### src/rtl/axi_slave_pkg.sv
// Shared types and constants for the AXI-to-SRAM slave: FSM encoding, response codes, field widths.
package axi_slave_pkg;

  localparam int ID_W       = 4;
  localparam int LEN_W      = 4;
  localparam int DATA_W     = 32;
  localparam int STRB_W     = DATA_W / 8;
  localparam int BEAT_BYTES = 4;

  localparam logic [1:0] RESP_OKAY = 2'b00;

  typedef enum logic [2:0] {
    S_IDLE,
    S_WR,
    S_WRESP,
    S_RD_REQ,
    S_RD_CAP,
    S_RD_DATA
  } state_t;

endpackage

### src/rtl/axi_sram_slave.sv
// AXI4 INCR-burst slave bridging one outstanding transaction onto a single-port SRAM.
// Latency: write beats zero-wait; read beat valid 3 cycles after AR or previous R handshake.
// Backpressure: wready only in WR; R/B outputs hold stable until rready/bready; no new AW/AR until done.
module axi_sram_slave
  import axi_slave_pkg::*;
#(
  parameter int ADDR_WIDTH = 32
) (
  input  logic                  clk,
  input  logic                  resetn,
  input  logic [ID_W-1:0]       awid,
  input  logic [ADDR_WIDTH-1:0] awaddr,
  input  logic [LEN_W-1:0]      awlen,
  input  logic                  awvalid,
  output logic                  awready,
  input  logic [DATA_W-1:0]     wdata,
  input  logic [STRB_W-1:0]     wstrb,
  input  logic                  wvalid,
  output logic                  wready,
  output logic [ID_W-1:0]       bid,
  output logic [1:0]            bresp,
  output logic                  bvalid,
  input  logic                  bready,
  input  logic [ID_W-1:0]       arid,
  input  logic [ADDR_WIDTH-1:0] araddr,
  input  logic [LEN_W-1:0]      arlen,
  input  logic                  arvalid,
  output logic                  arready,
  output logic [ID_W-1:0]       rid,
  output logic [DATA_W-1:0]     rdata,
  output logic [1:0]            rresp,
  output logic                  rlast,
  output logic                  rvalid,
  input  logic                  rready,
  output logic                  sram_en,
  output logic [STRB_W-1:0]     sram_we,
  output logic [ADDR_WIDTH-1:0] sram_addr,
  output logic [DATA_W-1:0]     sram_wdata,
  input  logic [DATA_W-1:0]     sram_rdata
);

  localparam logic [ADDR_WIDTH-1:0] BEAT_INC   = ADDR_WIDTH'(BEAT_BYTES);
  localparam logic [ADDR_WIDTH-1:0] ALIGN_MASK = ~(ADDR_WIDTH'(BEAT_BYTES - 1));

  state_t                state;
  logic [ID_W-1:0]       id_q;
  logic [ADDR_WIDTH-1:0] addr_q;
  logic [LEN_W-1:0]      len_q;
  logic [LEN_W-1:0]      cnt_q;
  logic                  rd_en_q;
  logic                  wr_fire;

  // Read wins a simultaneous request, so AW is only offered while AR is quiet.
  assign awready    = arready & ~arvalid;
  assign wr_fire    = wready & wvalid;
  assign sram_en    = rd_en_q | wr_fire;
  assign sram_we    = wr_fire ? wstrb : '0;
  assign sram_wdata = wr_fire ? wdata : '0;
  assign sram_addr  = addr_q;

  always_ff @(posedge clk) begin
    if (!resetn) begin
      state   <= S_IDLE;
      arready <= 1'b0;
      wready  <= 1'b0;
      bvalid  <= 1'b0;
      rvalid  <= 1'b0;
      rlast   <= 1'b0;
      rd_en_q <= 1'b0;
      bid     <= '0;
      rid     <= '0;
      bresp   <= '0;
      rresp   <= '0;
      rdata   <= '0;
      id_q    <= '0;
      addr_q  <= '0;
      len_q   <= '0;
      cnt_q   <= '0;
    end else begin
      rd_en_q <= 1'b0;
      case (state)
        S_IDLE: begin
          arready <= 1'b1;
          if (arvalid && arready) begin
            id_q    <= arid;
            addr_q  <= araddr & ALIGN_MASK;
            len_q   <= arlen;
            cnt_q   <= '0;
            arready <= 1'b0;
            rd_en_q <= 1'b1;
            state   <= S_RD_REQ;
          end else if (awvalid && awready) begin
            id_q    <= awid;
            addr_q  <= awaddr & ALIGN_MASK;
            len_q   <= awlen;
            cnt_q   <= '0;
            arready <= 1'b0;
            wready  <= 1'b1;
            state   <= S_WR;
          end
        end
        S_WR: begin
          if (wvalid) begin
            addr_q <= addr_q + BEAT_INC;
            cnt_q  <= cnt_q + 1'b1;
            if (cnt_q == len_q) begin
              wready <= 1'b0;
              bvalid <= 1'b1;
              bid    <= id_q;
              bresp  <= RESP_OKAY;
              state  <= S_WRESP;
            end
          end
        end
        S_WRESP: begin
          if (bready) begin
            bvalid  <= 1'b0;
            arready <= 1'b1;
            state   <= S_IDLE;
          end
        end
        S_RD_REQ: state <= S_RD_CAP;
        S_RD_CAP: begin
          rdata  <= sram_rdata;
          rvalid <= 1'b1;
          rid    <= id_q;
          rresp  <= RESP_OKAY;
          rlast  <= (cnt_q == len_q);
          state  <= S_RD_DATA;
        end
        S_RD_DATA: begin
          if (rready) begin
            rvalid <= 1'b0;
            rlast  <= 1'b0;
            addr_q <= addr_q + BEAT_INC;
            cnt_q  <= cnt_q + 1'b1;
            if (rlast) begin
              arready <= 1'b1;
              state   <= S_IDLE;
            end else begin
              rd_en_q <= 1'b1;
              state   <= S_RD_REQ;
            end
          end
        end
        default: state <= S_IDLE;
      endcase
    end
  end

endmodule

### config.mk
export PLATFORM = sky130hd
export DESIGN_NAME = axi_sram_slave
export DESIGN_NICKNAME = d
export VERILOG_FILES = /design/src/rtl/axi_slave_pkg.sv /design/src/rtl/axi_sram_slave.sv
export SDC_FILE = /design/constraint.sdc
export NUM_CORES = 1
export LEC_CHECK = 0
export CAP_MARGIN = 15
export CELL_PAD_IN_SITES_DETAIL_PLACEMENT = 0
export CELL_PAD_IN_SITES_GLOBAL_PLACEMENT = 1
export CORE_MARGIN = 5
export CORE_UTILIZATION = 27
export CTS_CLUSTER_SIZE = 30
export DETAILED_ROUTE_END_ITERATION = 8
export PLACE_DENSITY_LB_ADDON = 0.1
export RECOVER_POWER = 25
export SYNTH_ARGS = -nofsm -noshare
export SYNTH_HDL_FRONTEND = slang
export SYNTH_SLANG_ARGS = --single-unit
### constraint.sdc
create_clock -name clk -period 2.9 [get_ports clk]
set_clock_uncertainty 0.1 [all_clocks]
set_input_delay 0.87 -clock clk [delete_from_list [all_inputs] [get_ports clk]]
set_output_delay 0.87 -clock clk [all_outputs]
set_load 0.005 [all_outputs]
# Word-level counts from Yosys, hierarchy flattened
# Cells that the tools add are included.
[totals] regBits=93 word_cells=97 inputBits=155
[op_classes] n_reduce_logical=17 eq_ne=14 n_bitwise=4 mux=46 n_addsub=2
[ops] operator="$mux 32" n=5
[ops] operator="$pmux 32 s3" n=1
[ops] operator="$mux 4" n=9
[ops] operator="$add 32x3->32 const B" n=1
[ops] operator="$mux 3" n=6
[ops] operator="$pmux 3 s6" n=1
[ops] operator="$mux 1" n=16
[ops] operator="$ne 2x2->1 const B" n=7
[ops] operator="$pmux 4 s3" n=1
[ops] operator="$reduce_and 4->1" n=3
[ops] operator="$pmux 1 s2" n=5
[ops] operator="$reduce_and 5->1" n=2
[ops] operator="$reduce_bool 2->1" n=4
[ops] operator="$eq 3x2->1 const B" n=2
[ops] operator="$eq 3x3->1 const B" n=2
[ops] operator="$reduce_bool 3->1" n=2
[ops] operator="$add 4x1->4 const B" n=1
[ops] operator="$eq 4x4->1" n=1
[ops] operator="$reduce_and 2->1" n=2
[ops] operator="$eq 3x1->1 const B" n=1
[ops] operator="$logic_not 3->1" n=1
[ops] operator="$ne 3x3->1 const B" n=1
[ops] operator="$pmux 1 s3" n=1
[ops] operator="$reduce_and 3->1" n=1
[ops] operator="other kinds (5)" n=7

# Logic depth before layout (Yosys ltp)
# Gate-level depths: netlist of run 1.
[logic_depth] word_depth=6 ltp_mapped=7 ltp_nobuf=6

# Worst setup path before layout of run 1
# OpenSTA, ideal clock, no wires.
[synth_path] kind="input to output" from="in wvalid" to="out sram_wdata[22]" required_time_ns=1.930 t_arrival_ns=1.473 setup_slack_ns=0.457 n_path_buf=2 path_stages=3 cell_sequence="clkbuf_1 -> clkbuf_1 -> and3_1"
[synth_between] elab_chain_cells=2
[synth_rtl] item="start, declared" line="axi_sram_slave.sv:18" text="input logic wvalid,"
[synth_rtl] item="$and 1x1->1" line="axi_sram_slave.sv:55" text="assign wr_fire = wready & wvalid;"
[synth_rtl] item="$mux 32" line="axi_sram_slave.sv:58" text="assign sram_wdata = wr_fire ? wdata : '0;"
[synth_rtl] item="end, declared" line="axi_sram_slave.sv:38" text="output logic [DATA_W-1:0] sram_wdata,"
# No other way between the ends.

# Final worst setup path of run 1
[layout_path] from="in wvalid" to="out sram_wdata[19]"
# The elaborated chain is that of the path after synthesis.

==> results by stage, run 1 <==
Clock network:
- The clock transition at the registers of the reported paths is 0.07 ns.
- The H-tree was split into 3 levels.
- CTS placed an instance of sky130_fd_sc_hd__clkbuf_16 at the clock tree root.
- The number of buffers inserted for hold repair after clock tree synthesis is 0.
- Buffers inserted during clock tree synthesis total 9.
- Counting every sink on the clock net gives 91.
- At the later pin of the worst-skew pair, clock insertion delay measures 0.35 ns.
- The maximum clock path buffer count is 2.
- Once the clock tree was built, the setup fixing pass inserted 0 buffers.
- TritonCTS built the clock tree.

Place:
- Port buffering added 263 buffers.
- Detailed placement finished with a half-perimeter wire length of 15600 um.
- Routability-driven placement finished with a final weighted congestion of 0.845.

Min path:
- The startpoint identified for the worst hold timing path is rdata[9]$_SDFFE_PN0P_.
- The class of the tightest hold or removal check is reg -> reg.
- Counting instances, the worst hold path has a depth of 2.
- The worst hold path terminates at rdata[9]$_SDFFE_PN0P_.

Timing:
- On the final layout, the worst hold slack is 0.352 ns.
- Dividing the final minimum period by the clock period gives 96.9%.
- The highest achievable clock rate is 356 MHz.
- The total setup violations reported at the end of the flow is 0.
- The number of hold-slack violations in the final timing report is 0.
- The number of pins exceeding their max-slew limit in the final report is 0.
- The final period demand of the worst path is 2.81 ns.
- The remaining max-slew budget at the tightest pin is 42.9%.
- For the pin with the worst max-slew slack, the measured transition is 0.855 ns.
- Setup repair after global routing left no endpoint under its margin.
- Adding up every negative setup slack in the final design gives 0 ns.

Global routing:
- The initial antenna violation count is 0.
- Entering global routing, the biggest net connects 52 pins.
- Global routing used 18.4% of the available tracks across all layers.
- The first global-routing pass estimated 32500 um of wire.
- The number of global-route vias before repair is 6101.
- The residual overflow from global routing is 0.

Drt:
- The average vias per placed instance is 5.06.
- The via count is 6027.
- After detailed routing, the total wire length is 20200 um.
- The number of nets with antenna violations after routing is 0.
- In the final routed layout, each cell accounts on average for 16.9 um.
- After detailed routing, the number of remaining DRC violations is 0.
- The DRC marker count from the first detailed-route iteration is 324.
- The first TritonRoute pass finished after 5 iterations.

Critical path:
- Walking the worst path, the cells encountered are buf_2, buf_12, and3_1, clkdlybuf4s50_1.
- The data arrival at the endpoint of the critical path is 1.84 ns.
- At the worst endpoint, the required time is 1.93 ns.
- The largest fanout on the critical path is 19.
- The path depth of the worst reg2reg path is 5.
- The type of element capturing the critical path is an output port.
- The highest-delay cell along the critical path is sky130_fd_sc_hd__clkdlybuf4s50_1.
- In this run the critical register-to-register path is launched from state[0]$_SDFFE_PN0P_.
- The worst setup path is of the in -> out kind.
- The endpoint identified for the worst register-to-register timing path is sram_addr[20]$_SDFFE_PN0P_.
- In this run the register-to-register setup slack is 0.44 ns.
- STA classifies the critical path startpoint as an input port.
- On the worst path, the slowest cell contributes a delay of 0.50 ns.

Die:
- The vertical extent of the die is 147 um.
- In this run the count of I/O pins placed on the die edge is 274.
- For this configuration, the core starts out at a cell density of 27.2%.
- The full die area is 21500 um^2.
- The floorplan has 50 rows.
- The chip width is 147 um.
- In this run the standard cell core region covers 18500 um^2.

Yosys:
- Among all flip-flop cells after synthesis, the most frequent one is sky130_fd_sc_hd__dfxtp_1.
- The number of synthesis warnings is 0.
- In this run the cell area of the synthesized design comes to 5030 um^2.
- By area the synthesized netlist is led by sky130_fd_sc_hd__dfxtp_1 36%, sky130_fd_sc_hd__nand2_1 12%, sky130_fd_sc_hd__a21oi_1 9.1%.
- The commonest cells after synthesis are 165 x sky130_fd_sc_hd__nand2_1, 91 x sky130_fd_sc_hd__a21oi_1, 91 x sky130_fd_sc_hd__dfxtp_1, 38 x sky130_fd_sc_hd__and3_1, 36 x sky130_fd_sc_hd__clkbuf_1.
- Synthesis handed over a netlist of 694 instances.
- Counting distinct cell types in the post-synthesis netlist gives 64.
- The dominant cell type by area after synthesis is sky130_fd_sc_hd__dfxtp_1.
- The area share of the largest cell type after synthesis is 36.2%.
- The average instance in the mapped netlist occupies 7.25 um^2.
- Sequential cells were found to cover 36.2% of the synthesized design area.
- The synthesized design contains 0 enable-type register cells.
- The synthesis-stage register bit count is 91.
- For this run, asynchronously set or reset flops after synthesis account for 0%.
- The most frequently used cell type in the post-synthesis netlist is sky130_fd_sc_hd__nand2_1.

Cells and area:
- Cells with a size suffix above 1 make up 7.53% of the layout.
- The count of nets after finishing is 1108.
- The diode insertion count for antenna repair is 0.
- Relative to the synthesized area, the layout overhead comes to 64.6%.
- The number of inserted filler cells in the final layout is 1894.

Outcome:
- The flow ran to the end, and the final reports show no timing, DRC or antenna violations.

Power and ir drop:
- The power density relative to cell area is 657 nW/um^2.
- IR analysis of the VDD net gives a maximum drop of 324 uV.
- The static leakage is 3.42 nW.
- The power consumption is 0.00544 W.

Flow run:
- Max-cap violations in this run came to 0.
==> cell families (layout without fill, tap and decap cells) <==
group,count (synthesis),after routing,synth area share [%]
flip-flops,91,91,36.2
adder cells (fa/ha/maj),2,2,0.497
buffers and inverters,69,326,6.71
other,1,6,0.0745
AO/OA/AOI/OAI,180,180,21.0
multiplexers,11,11,2.21
XOR/XNOR,7,7,1.22
AND/OR/NAND/NOR,333,333,32.1
==> layer usage <==
metal | global-route usage (%) | up-vias | part of all wire, %
met5 | 0 | - | 0
met1 | 23.2 | 2781 | 44
met3 | 4.56 | 22 | 7.2
li1 | - | 2964 | -
met2 | 31.0 | 260 | 47
met4 | 5.46 | 0 | 1.6
==> worst max-delay path by stage <==
stage,from,to,slack [ns],cells past startpoint
floorplan,wvalid,sram_wdata[22],0.46,3
global placement,wvalid,sram_wdata[26],-0.28,4
detailed placement,wvalid,sram_we[1],-0.32,4
CTS,wvalid,sram_wdata[19],0.09,4
global route,wvalid,sram_wdata[18],0.02,4
finish,wvalid,sram_wdata[19],0.09,4
==> stage by stage <==
stage               util [%]  setup WS [ns]  cells  area (um^2)
detailed placement      43.3         -0.322   1173         8020
finish                  44.7         0.0899   1190         8280
floorplan                  -          0.457    699         5050
global placement        43.3         -0.278   1173         8020
CTS                     44.8         0.0890   1190         8290
global route            44.7         0.0241   1190         8280
==> power by group <==
part | switching, W | internal (W) | total [W]
clock network | 0.000528 | 0.000674 | 0.00120
logic | 0.00123 | 0.00118 | 0.00241
registers | 0.000340 | 0.00149 | 0.00183
==> critical path, delay by kind of cell <==
kind / cells / cell delay, ns
buf+inv: 3 / 0.81
simple gates: 1 / 0.15
==> timing repair <==
action / 4_1_cts / 5_1_grt
setup endpoints to repair: 38 / 0
hold endpoints to repair: 0 / 0
gates resized for setup: 42 / 0
==> flip-flops by register name, summed over array words and instances, names as in the netlist, 3 cells and up <==
| register | cells |
|---|---|
| bid | 4 |
| cnt_q | 4 |
| id_q | 4 |
| len_q | 4 |
| rdata | 32 |
| rid | 4 |
| sram_addr | 30 |
| state | 3 |
==> layout make-up <==
type | instances | area, um^2 | share of cell area, %
clock buffers | 11 | 233 | 2.81
clock inverters | 5 | 62.6 | 0.755
well taps | 234 | 293 | 3.54
flip-flops and latches | 91 | 1820 | 22.0
inverters | 9 | 33.8 | 0.408
multi-input cells | 539 | 2910 | 35.1
repair buffers | 301 | 2930 | 35.4
==> cells in the final DEF (no fill, tap or decap), types with 18 or more instances in the layout <==
cell type	Yosys	final
sky130_fd_sc_hd__buf_4	8	32
sky130_fd_sc_hd__nand3_1	21	21
sky130_fd_sc_hd__nor3_1	19	18
sky130_fd_sc_hd__and3_1	38	38
sky130_fd_sc_hd__clkdlybuf4s50_1	0	181
sky130_fd_sc_hd__dfxtp_1	91	91
sky130_fd_sc_hd__o21ai_0	34	34
sky130_fd_sc_hd__dlygate4sd2_1	0	37
sky130_fd_sc_hd__nor2_1	34	34
sky130_fd_sc_hd__dlygate4sd3_1	0	44
sky130_fd_sc_hd__nand2_1	165	165
sky130_fd_sc_hd__a21oi_1	91	91
No activity file was read; power rests on OpenSTA's default activity.
==> run 2: changes to the inputs <==
- CORE_UTILIZATION: 27 -> 43
- DONT_BUFFER_PORTS: default -> 1
==> run 2 against run 1 <==
Cell count fell by 31%. Critical path depth fell by 2. Utilization rose by 2.7 points. Sequential power grew 4%. Clock power barely moved. Count of clock-buffer cells in the layout decreased by 1. Die area fell by 35%. Worst setup slack improved by 0.33 ns. Global-route usage is 5.3 points higher. Design area shrank 34%. Critical path type is now reg -> out. Largest power group is now sequential cells.
==> results by stage, run 2 (synthesis gave the netlist of run 1 again) <==
Critical path:
- The critical path is of the reg -> out type.
- STA classifies the critical path endpoint as an output port.
- The worst endpoint required time is 1.93 ns (about the same).
- The data arrival at the endpoint of the critical path is 1.51 ns (-0.33 ns).
- The startpoint class of the critical path is a flip-flop.
- The largest fanout on the critical path is 27 (+8).

Clock network:
- The TritonCTS sink count is 91 (unchanged).
- The clock transition at the registers of the reported paths is 0.07 ns (about the same).
- The number of buffers added for setup after CTS is 0 (unchanged).
- The clock buffer count from CTS is 9 (unchanged).
- The number of instances resized during post-cts repair is 0 (-100%).
- The clock latency of the later-clocked register in the worst-skew pair is 0.35 ns (about the same).
- The total number of H-tree levels is 3 (unchanged).
- The library cell used as clock root buffer is sky130_fd_sc_hd__clkbuf_16.
- The number of buffers inserted for hold repair after clock tree synthesis was 0 (unchanged).
- The maximum clock path buffer count came to 2 (unchanged).
- The TritonCTS clock tree is done.

Global routing:
- The pin count of the biggest net entering global routing is 50 (-3.8%).
- The number of global-route vias before repair came to 4877 (-20%).
- The wire length of the first global-routing pass is 27000 um (-17%).
- The total routing resource utilization after global routing came to 23.6% (+5.3 points).
- The initial antenna violation count is 1 (+1).
- The residual overflow from global routing is 0 (unchanged).

Die:
- The vertical extent of the die came to 118 um (-19%).
- The initial cell density of the core is 43.9% (+17 points).
- The full die area is 14000 um^2 (-35%).
- The chip width came to 118 um (-19%).
- The number of placement rows is 39 (-22%).
- The core box area is 11500 um^2 (-38%).
- The count of pins on the block boundary is 274 (unchanged).

Cells and area:
- The share of final-layout standard cells stronger than drive strength 1 is 8.98% (+1.5 points).
- The flip-flop count of the largest register after layout is 32 (unchanged).
- From synthesis to final layout, the design area changed by 8.01%.
- Leaving out fill and tap cells, the most frequent cells in the layout are 165 x sky130_fd_sc_hd__nand2_1, 91 x sky130_fd_sc_hd__a21oi_1, 91 x sky130_fd_sc_hd__dfxtp_1, 38 x sky130_fd_sc_hd__and3_1.
- The count of nets after finishing is 831 (-25%).
- The number of inserted filler cells in the final layout came to 1187 (-37%).
- Counting flops per register, the top entry is rdata.
- Leaving out fill and tap cells, the most frequent cell in the layout is sky130_fd_sc_hd__nand2_1.

Timing:
- The final setup slack of the worst path was 0.420 ns (+0.330 ns).
- The summed negative setup slack over all endpoints was 0 ns (unchanged).
- The number of pins exceeding their max-slew limit in the final report is 0 (unchanged).
- Setup repair after global routing left no endpoint under its margin.
- The slew of the pin with the lowest slew margin is 0.891 ns (+0.0364 ns).
- The share of the clock period used by the worst path after layout is 85.5% (-11 points).
- The number of hold-slack violations in the final timing report is 0 (unchanged).
- The highest achievable clock rate is 403 MHz (+13%).
- The final period demand of the worst path is 2.48 ns (-0.330 ns).
- The total setup violations reported at the end of the flow is 0 (unchanged).
- The remaining max-slew budget at the tightest pin is 40.5% (-2.4 points).

Place:
- The setup slack at placement is 0.313 ns (+0.635 ns).
- The number of buffers added on ports is 0 (-100%).
- The half-perimeter wire length of the detailed placement result came to 13100 um (-16%).
- The global placement routability congestion was 0.938 (+11%).

Power and ir drop:
- The power density relative to cell area is 879 nW/um^2 (+34%).
- The static leakage is 2.06 nW (-40%).
- The peak supply drop came to 368 uV (+13%).
- The power consumption is 0.00478 W (-12%).

Drt:
- The routed wire length is 17200 um (-15%).
- The average wire per cell in the routed design is 20.9 um (+23%).
- The number of nets with antenna violations after routing was 0 (unchanged).
- The DRC marker count from the first detailed-route iteration is 274 (-15%).
- The average vias per placed instance is 5.97 (+18%).
- The via count is 4914 (-18%).
- The first-pass iteration count of the detailed router was 4 (-1).
- The DRC violation count after routing was 0 (unchanged).

Outcome:
- The run finished with clean final reports.

Min path:
- The tightest min-delay check is of the reg -> reg type.

Flow run:
- The count of maximum capacitance violations came to 0 (unchanged).
-- run 2: per-layer routing --
| metal | vias to the layer above | wire length (um) | part of all wire, % | global-route usage, % |
|---|---|---|---|---|
| met4 | 0 | 320 | 1.9 | 8.32 |
| met3 | 13 | 1460 | 8.5 | 6.97 |
| met5 | - | 0 | 0 | 0 |
| met1 | 2287 | 6880 | 40 | 28.8 |
| met2 | 198 | 8540 | 50 | 39.7 |
| li1 | 2416 | - | - | - |
-- run 2: per-stage QoR --
stage	utilization, %	instance area (um^2)	hold WS, ns	cells
3_3_place_gp	44.7	5120	0.359	806
6_report	47.4	5440	0.376	823
3_5_place_dp	44.7	5120	0.365	806
4_1_cts	47.4	5430	0.378	822
5_1_grt	47.4	5440	0.399	823
2_1_floorplan	-	5050	0.345	699
-- run 2: path summary, 6_finish.rpt --
path                     startpoint                        end  slack, ns  cells after the start
min          rdata[17]$_SDFFE_PN0P_     rdata[17]$_SDFFE_PN0P_       0.38                      2
max reg2reg   state[0]$_SDFFE_PN0P_  sram_addr[2]$_SDFFE_PN0P_       0.44                      6
max             wready$_SDFFE_PN0P_             sram_wdata[30]       0.42                      2
min reg2reg  rdata[17]$_SDFFE_PN0P_     rdata[17]$_SDFFE_PN0P_       0.38                      2
-- run 2: cell type report --
class                      count  area, um^2  share of cell area (%)
tap                          143         179                    3.29
timing repair buffer          24         180                    3.31
clock buffer                  10         239                    4.40
antenna                        1        2.50                  0.0460
clock inverter                 6        71.3                    1.31
sequential                    91        1820                    33.5
inverter                       9        33.8                   0.622
multi-input combinational    539        2910                    53.5
-- run 2: worst max-delay path, stage by stage, from the launching register on --
cell                      delay [ns]
sky130_fd_sc_hd__dfxtp_1        0.67
sky130_fd_sc_hd__buf_4          0.28
sky130_fd_sc_hd__and3_1         0.22
-- run 2: report_power, final --
part           internal, W  switching, W  total, W
sequential         0.00149      0.000407   0.00190
combinational     0.000637       0.00102   0.00166
clock             0.000701      0.000520   0.00122
total              0.00283       0.00195   0.00478
